<file path="config.mk">
export PLATFORM = sky130hd
export DESIGN_NAME = minterm_extractor
export DESIGN_NICKNAME = d
export VERILOG_FILES = /design/src/rtl/qm_pkg.sv /design/src/rtl/minterm_fifo.sv /design/src/rtl/minterm_extractor.sv
export SDC_FILE = /design/constraint.sdc
export NUM_CORES = 1
export LEC_CHECK = 0
export ABC_AREA = 0
export BUFFER_PORTS_ARGS = -buffer_cell sky130_fd_sc_hd__buf_4
export CORE_MARGIN = 4
export CORE_UTILIZATION = 45
export DETAILED_ROUTE_END_ITERATION = 8
export PLACE_DENSITY = 0.66
export REMOVE_ABC_BUFFERS = 1
export SYNTH_ARGS = -nofsm -noshare
export SYNTH_HDL_FRONTEND = slang
export SYNTH_HIERARCHICAL = 1
export SYNTH_SLANG_ARGS = --single-unit
</file>
<file path="constraint.sdc">
create_clock -name clk -period 1.81 [get_ports clk]
set_input_delay 0.181 -clock clk [delete_from_list [all_inputs] [get_ports clk]]
set_output_delay 0.181 -clock clk [all_outputs]
set_load 0.03 [all_outputs]
</file>
<file path="src/rtl/qm_pkg.sv">
// qm_pkg: shared states, defaults and width helper for the minterm extractor
package qm_pkg;
  typedef enum logic [1:0] {IDLE, SWEEP, FLUSH, DRAIN} state_t;
  localparam int N_IN_DEF = 13;
  localparam int LAT_DEF = 0;
  localparam int DEPTH_DEF = 4;
  function automatic int cnt_w(input int n);
    return n + 1;
  endfunction
endpackage

</file>
<file path="src/rtl/minterm_fifo.sv">
// minterm_fifo: synchronous FIFO with occupancy count, head visible on dout
module minterm_fifo #(
  parameter int W = 8,
  parameter int DEPTH = 4
) (
  input  logic                     clk,
  input  logic                     rst,
  input  logic                     push,
  input  logic                     pop,
  input  logic [W-1:0]             din,
  output logic [W-1:0]             dout,
  output logic [$clog2(DEPTH):0]   count,
  output logic                     full,
  output logic                     empty
);
  localparam int AW = $clog2(DEPTH);
  logic [W-1:0] mem [DEPTH];
  logic [AW-1:0] wp, rp;
  assign dout = mem[rp];
  assign full = count == (AW + 1)'(DEPTH);
  assign empty = count == '0;
  always_ff @(posedge clk or posedge rst)
    if (rst) begin
      wp <= '0;
      rp <= '0;
      count <= '0;
      for (int i = 0; i < DEPTH; i++) mem[i] <= '0;
    end else begin
      if (push) begin
        mem[wp] <= din;
        wp <= wp + 1'b1;
      end
      if (pop) rp <= rp + 1'b1;
      count <= push && !pop ? count + 1'b1 : !push && pop ? count - 1'b1 : count;
    end
  assert property (@(posedge clk) disable iff (rst) !(push && full && !pop));
endmodule

</file>
<file path="src/rtl/minterm_extractor.sv">
// minterm_extractor: sweeps all input vectors of a circuit and streams ON-set
// minterm indices in ascending order over valid/ready
module minterm_extractor import qm_pkg::*; #(
  parameter int N_IN = N_IN_DEF,
  parameter int LAT = LAT_DEF,
  parameter int DEPTH = DEPTH_DEF
) (
  input  logic                     clk,
  input  logic                     rst,
  input  logic                     start_i,
  output logic [N_IN-1:0]          vec_o,
  input  logic                     f_i,
  output logic                     m_valid_o,
  input  logic                     m_ready_i,
  output logic [N_IN-1:0]          m_index_o,
  output logic                     busy_o,
  output logic                     done_o,
  output logic [cnt_w(N_IN)-1:0]   count_o
);
  localparam int FW = $clog2(DEPTH) + 1;
  localparam int CW = $clog2(DEPTH + LAT + 2) + 1;
  localparam logic [N_IN:0] LAST = {1'b0, {N_IN{1'b1}}};
  state_t state, nxt;
  logic [N_IN:0] cnt;
  logic [LAT:0] pv;
  logic [N_IN-1:0] pidx [LAT+1];
  logic [N_IN-1:0] idx;
  logic [FW-1:0] fcnt;
  logic [CW-1:0] inflight;
  logic full, empty, push, pop, issue, credit_ok;
  assign vec_o = pidx[0];
  always_comb begin
    inflight = '0;
    for (int k = 0; k <= LAT; k++) inflight = inflight + CW'(pv[k]);
  end
  // pre-pop occupancy is counted on purpose: conservative but never overflows
  assign credit_ok = !full && (CW'(fcnt) + inflight < CW'(DEPTH));
  assign issue = (state == IDLE && start_i) || (state == SWEEP && credit_ok);
  assign idx = state == IDLE ? '0 : cnt[N_IN-1:0];
  assign push = pv[LAT] && f_i;
  assign pop = m_valid_o && m_ready_i;
  assign m_valid_o = !empty;
  assign busy_o = state != IDLE;
  always_comb begin
    nxt = state;
    case (state)
      IDLE:  nxt = start_i ? SWEEP : IDLE;
      SWEEP: nxt = issue && cnt == LAST ? FLUSH : SWEEP;
      FLUSH: nxt = inflight == '0 ? DRAIN : FLUSH;
      DRAIN: nxt = empty ? IDLE : DRAIN;
      default: nxt = IDLE;
    endcase
  end
  always_ff @(posedge clk or posedge rst)
    if (rst) begin
      state <= IDLE;
      cnt <= '0;
      pv <= '0;
      for (int k = 0; k <= LAT; k++) pidx[k] <= '0;
      count_o <= '0;
      done_o <= 1'b0;
    end else begin
      state <= nxt;
      done_o <= state == DRAIN && empty;
      pv[0] <= issue;
      for (int k = 1; k <= LAT; k++) begin
        pv[k] <= pv[k-1];
        pidx[k] <= pidx[k-1];
      end
      if (issue) begin
        pidx[0] <= idx;
        cnt <= {1'b0, idx} + 1'b1;
      end
      if (state == IDLE && start_i) count_o <= '0;
      else if (push) count_o <= count_o + 1'b1;
    end
  minterm_fifo #(.W(N_IN), .DEPTH(DEPTH)) u_fifo (
    .clk(clk), .rst(rst), .push(push), .pop(pop), .din(pidx[LAT]),
    .dout(m_index_o), .count(fcnt), .full(full), .empty(empty)
  );
endmodule

</file>
* Word-level counts from Yosys, hierarchy flattened
Cells that the tools add are included.
** Storage, ports and cells
- Register bits after elaboration :: 104
- Output and inout bits :: 43
- Word-level logic and storage cells :: 68
** Operators by class
- Add/sub/neg operators :: 7
- Magnitude comparators :: 4
- Equality and inequality tests :: 5
- Multiplexer cells :: 16
- Bitwise operators :: 2
- Reductions and logical operators :: 21
** Operators with widths (number)
- $bwmux 52 :: 1
- $mux 13 :: 4
- $mux 14 :: 2
- $bmux 13 s2 :: 1
- $demux 13 s2 :: 1
- $add 13x1->14 const B :: 1
- $add 14x1->14 const B :: 1
- $eq 14x13->1 const B :: 1
- $logic_and 1x1->1 :: 10
- $pmux 2 s4 :: 1
- $ge 3x3->1 const B :: 2
- $mux 3 :: 2
- $not 2->3 :: 2
- $reduce_bool 2->1 :: 3
- $add 2x1->2 const B :: 2
- $add 3x1->4 :: 1
- $eq 2x2->1 const B :: 2
- $logic_not 1->1 :: 4
- $logic_not 4->1 :: 1
- $lt 4x3->1 const B :: 1
- $mux 2 :: 2
- $add 3x1->3 const B :: 1
- $eq 3x3->1 const B :: 1
- $logic_not 3->1 :: 1
- 6 further kinds :: 7

* Longest topological paths before layout
- Depth in word-level cells :: 8
- Mapped depth :: 9
- Gate-level depth less buffers :: 9

* By module
The synthesis kept the hierarchy.
** Modules (own cells, without submodules)
- minterm_fifo :: instances 1, cells an instance 160, area an instance 2685.1 um^2
- minterm_extractor :: instances 1, cells an instance 199, area an instance 2080.7 um^2

* Worst setup path before layout
OpenSTA, ideal clock, no wires.
- Path type :: register to register
- From :: register state[1]
- To :: register cnt[8]
- Setup time :: 0.123 ns
- Data arrival time :: 2.099 ns
- Required time :: 1.687 ns
- Path slack :: -0.411 ns
- Stages on the path, launching flop included :: 9
- Path through :: dfrtp_1 -> nor2_1 -> clkinv_1 -> and2_1 -> ha_1 -> and3_1 -> nand4_1 -> nor2_1 -> xnor2_1
** Between the ends
- Cells in the longest elaborated chain, start to end :: 3
- Elaborated cells between the ends (all ways) :: 7
- Classes of those cells :: add/sub (1); eq/ne (1); mux (1); reduce/logical (4)
** Ends and longest elaborated chain
- start, declared :: line minterm_extractor.sv:23 : state_t state, nxt;
- start signal, assigned :: line minterm_extractor.sv:63 : state <= nxt;
- $logic_not 2->1 :: line minterm_extractor.sv:39 : assign idx = state == IDLE ? '0 : cnt[N_IN-1:0];
- $mux 13 :: line minterm_extractor.sv:39
- via idx[0] :: line minterm_extractor.sv:27 : logic [N_IN-1:0] idx;
- $add 13x1->14 :: line minterm_extractor.sv:72 : cnt <= {1'b0, idx} + 1'b1;
- end signal, assigned :: line minterm_extractor.sv:72
- end, declared :: line minterm_extractor.sv:24 : logic [N_IN:0] cnt;
The timed path passes the listed nets, and every way through them passes these cells.
A chain may end at the register's enable or synchronous reset.

* Worst setup path in the final report
- From :: register u_fifo.rp[0]
- To :: output m_index_o[7]
** Between the ends
- Cells in the longest elaborated chain, start to end :: 4
** Ends and longest elaborated chain
- start, declared :: line minterm_fifo.sv:18 : logic [AW-1:0] wp, rp;
- start signal, assigned :: line minterm_fifo.sv:33 : if (pop) rp <= rp + 1'b1;
- $not 2->3 (implied by the code) :: line minterm_fifo.sv:19 : assign dout = mem[rp];
- $bmux 13 s2 :: line minterm_fifo.sv:19
- $mux 13 (implied by the code) (2 in series) :: line minterm_fifo.sv:19
- end, declared :: line minterm_extractor.sv:15 : output logic [N_IN-1:0] m_index_o,
No other way between the ends. The select of a mux whose other input is x is not followed.

==> qor.csv <==
metric,value,unit
maxCapViolCount,0,
die_w,111,µm
violations,negative setup slack,
dp.cells,556,
setup_viol,12,
antenna_found_initial,0,
start_kind,flip-flop,
diodes,0,
peakVddDrop,0.781,mV
viasPerCell,5.38,
postPlaceCellArea,5410,µm²
initial_utilization,0.462,
r2r_setup_slack,0,ns
cp_top_family,multiplexers,
hold_path.class,in2reg,
hpwl,6940,µm
p_leak,0.00276,µW
postLayoutCellArea,5760,µm²
nNetsFinal,457,
reg2reg_depth,9,
io_buffers,47,
hold_end,state[0]$_DFF_PP0_,
wl,10300,µm
setup.worst_path.class,reg2out,
final_antenna_net_count,0,
slew_viol_final,0,
synth_edf_count,0,
hold_slack,0.142,ns
fillers,858,
fin_crit_sh,1.02,
rows,37,
r2r-start,u_fifo/count[0]$_DFFE_PP0P_,
hold_viol,0,
grt-ovfl-total,0,
clk_latency,0.37,ns
path_cells,buf_12 > mux4_2 > buf_6,
critical_path_buf_inv_count,2,
synth_seq_cells,104,
htreeDepth,3,
clock_path_buffers,2,
gp_congestion,0.848,
final_common_cell,dfrtp_1,
area_growth,21.0,%
finalSetupTns,-0.258,ns
power_density,1480,nW/µm²
drive_above_1_share,0.424,
cts-buffers-inserted,9,
min_from,start_i,
async_flop_share,1.00,
die_y,111,µm
finalNonFillerCells,584,
path_clk_slew,0.09,ns
post-route-drc-count,0,
first_pass_iters,4,
core,10300,µm²
run_status,"finished, violations left",
tightest_slew,0.499,ns
period_minus_slack,1.85,ns
layout_common_cells,"dfrtp_1 (101), buf_4 (70), mux2_2 (52)",
grt_pass1_wl,17200,µm
drt_first_iter_violations,161,
vias,3142,
synthesis.instances,359,
yosysSeqAreaShare,0.546,
cp_slowest_cell,mux4_2,
dieArea,12300,µm²
cp-end-kind,output pin,
fmax,0.541,GHz
synth_flop_cell,dfrtp_1,
grt_pass1_vias,3253,
cts_tree,yes,
synth_area,4770,µm²
slew_headroom,0.667,
yosys_warnings,6,
fin_ws,-0.0396,ns
worst-endpoint-required,1.63,ns
clockRootBuffer,clkbuf_8,
slowest_delay,0.52,ns
synth_area_per_cell,13.3,µm²
r2r_end,u_fifo/count[2]$_DFFE_PP0P_,
clock_skew,0.00972,ns
grt_util_all_layers,0.174,
clock-sinks,104,
post_drt_wl_per_cell,17.6,µm
critPathMaxFanout,7,
yosysUniqueCellTypes,48,
num_io_pins,48,
grt_max_degree,25,
whs_path_depth,3,
rsz0062_at_grt,true,
cp.arrival,1.67,ns
metal layers:
layer | global-route usage | share of wire | wire length, µm | vias to the layer above
li1 | - | - | - | 1464
met2 | 0.280 | 0.49 | 5070 | 51
met4 | 0.0616 | 0.019 | 197 | 0
met1 | 0.234 | 0.46 | 4680 | 1613
met3 | 0.0377 | 0.031 | 323 | 14
met5 | 0 | 0 | 0 | -
cell type report:
class	instances	area [µm²]	share of cell area
clock buffer	12	145	0.0252
clock inverter	3	18.8	0.00326
inverter	11	41.3	0.00716
multi-input combinational	230	2020	0.351
sequential	104	2610	0.452
tap	136	170	0.0295
timing repair buffer	88	758	0.132
cells by family (layout without fill, tap and decap cells):
group,after synthesis,count (layout),synth area share
compound gates,41,41,0.0609
xor+xnor,20,20,0.0368
fa+ha+maj,8,8,0.0226
buf+inv,25,114,0.0328
flops,104,104,0.546
mux,67,67,0.196
simple gates,94,94,0.105
what timing repair did:
item                       CTS  global route
setup buffers                9             3
pin swaps                    2             6
hold buffers                 1             0
gates cloned                 1             0
resized for setup           23            14
hold endpoints to repair    33             0
setup endpoints to repair   15            44
power by group:
| group | internal, µW | leakage, µW | total [µW] | switching, µW |
|---|---|---|---|---|
| Combinational | 1870 | 0.00130 | 3770 | 1900 |
| Sequential | 2930 | 0.00137 | 3500 | 572 |
| Clock | 530 | 0.0000862 | 1280 | 754 |
| Total | 5330 | 0.00276 | 8560 | 3230 |
per-stage QoR:
| stage | worst slack, ns | util | total power, µW |
|---|---|---|---|
| floorplan | -0.411 | - | 5580 |
| global placement | 0.0353 | 0.524 | 6770 |
| detailed placement | -0.0499 | 0.524 | 6900 |
| CTS | -0.0910 | 0.554 | 8510 |
| global route | -0.105 | 0.558 | 9070 |
| finish | -0.0396 | 0.558 | 8560 |
Yosys cell counts (5+ instances only):
cell type  count  area [µm²]
dfrtp_1      104        2600
mux2_2        52         586
nand2_1       31         116
nor2_1        15        56.3
a22o_1        12         105
nand3_1       12        60.1
xor2_1        12         105
inv_1         10        37.5
a21oi_1        9        45.0
o21ai_0        9        45.0
xnor2_1        8        70.1
ha_1           7        87.6
mux4_1         7         184
mux4_2         6         135
nand4_1        6        37.5
nor3_1         5        25.0
or3_1          5        31.3
state kept, by name (all words and copies together) (netlist names):
signal / count
cnt: 14
u_fifo/count: 3
u_fifo/rp: 2
vec_o: 13
count_o: 14
state: 2
pv: 1
u_fifo/wp: 2
done_o: 1
u_fifo/mem: 52
worst min-delay path: cells and delay by family:
| kind | cells | cell delay, ns |
|---|---|---|
| AND/OR/NAND/NOR | 1 | 0.10 |
| AO/OA/AOI/OAI | 1 | 0.08 |
| buffers and inverters | 1 | 0.10 |
how the worst max path moves through the flow:
stage,start,end,slack [ns],cells past startpoint
after floorplan,state[1]$_DFF_PP0_,cnt[8]$_DFFE_PP0P_,-0.41,8
after global placement,u_fifo/count[0]$_DFFE_PP0P_,u_fifo/count[2]$_DFFE_PP0P_,0.04,9
after detailed placement,u_fifo/count[2]$_DFFE_PP0P_,u_fifo/count[2]$_DFFE_PP0P_,-0.05,9
after CTS,u_fifo/rp[0]$_DFFE_PP0P_,m_index_o[7],-0.09,3
after global routing,u_fifo/count[0]$_DFFE_PP0P_,u_fifo/count[2]$_DFFE_PP0P_,-0.10,9
final,u_fifo/rp[0]$_DFFE_PP0P_,m_index_o[7],-0.04,3
Note: power is estimated with default switching activity, not from simulation.
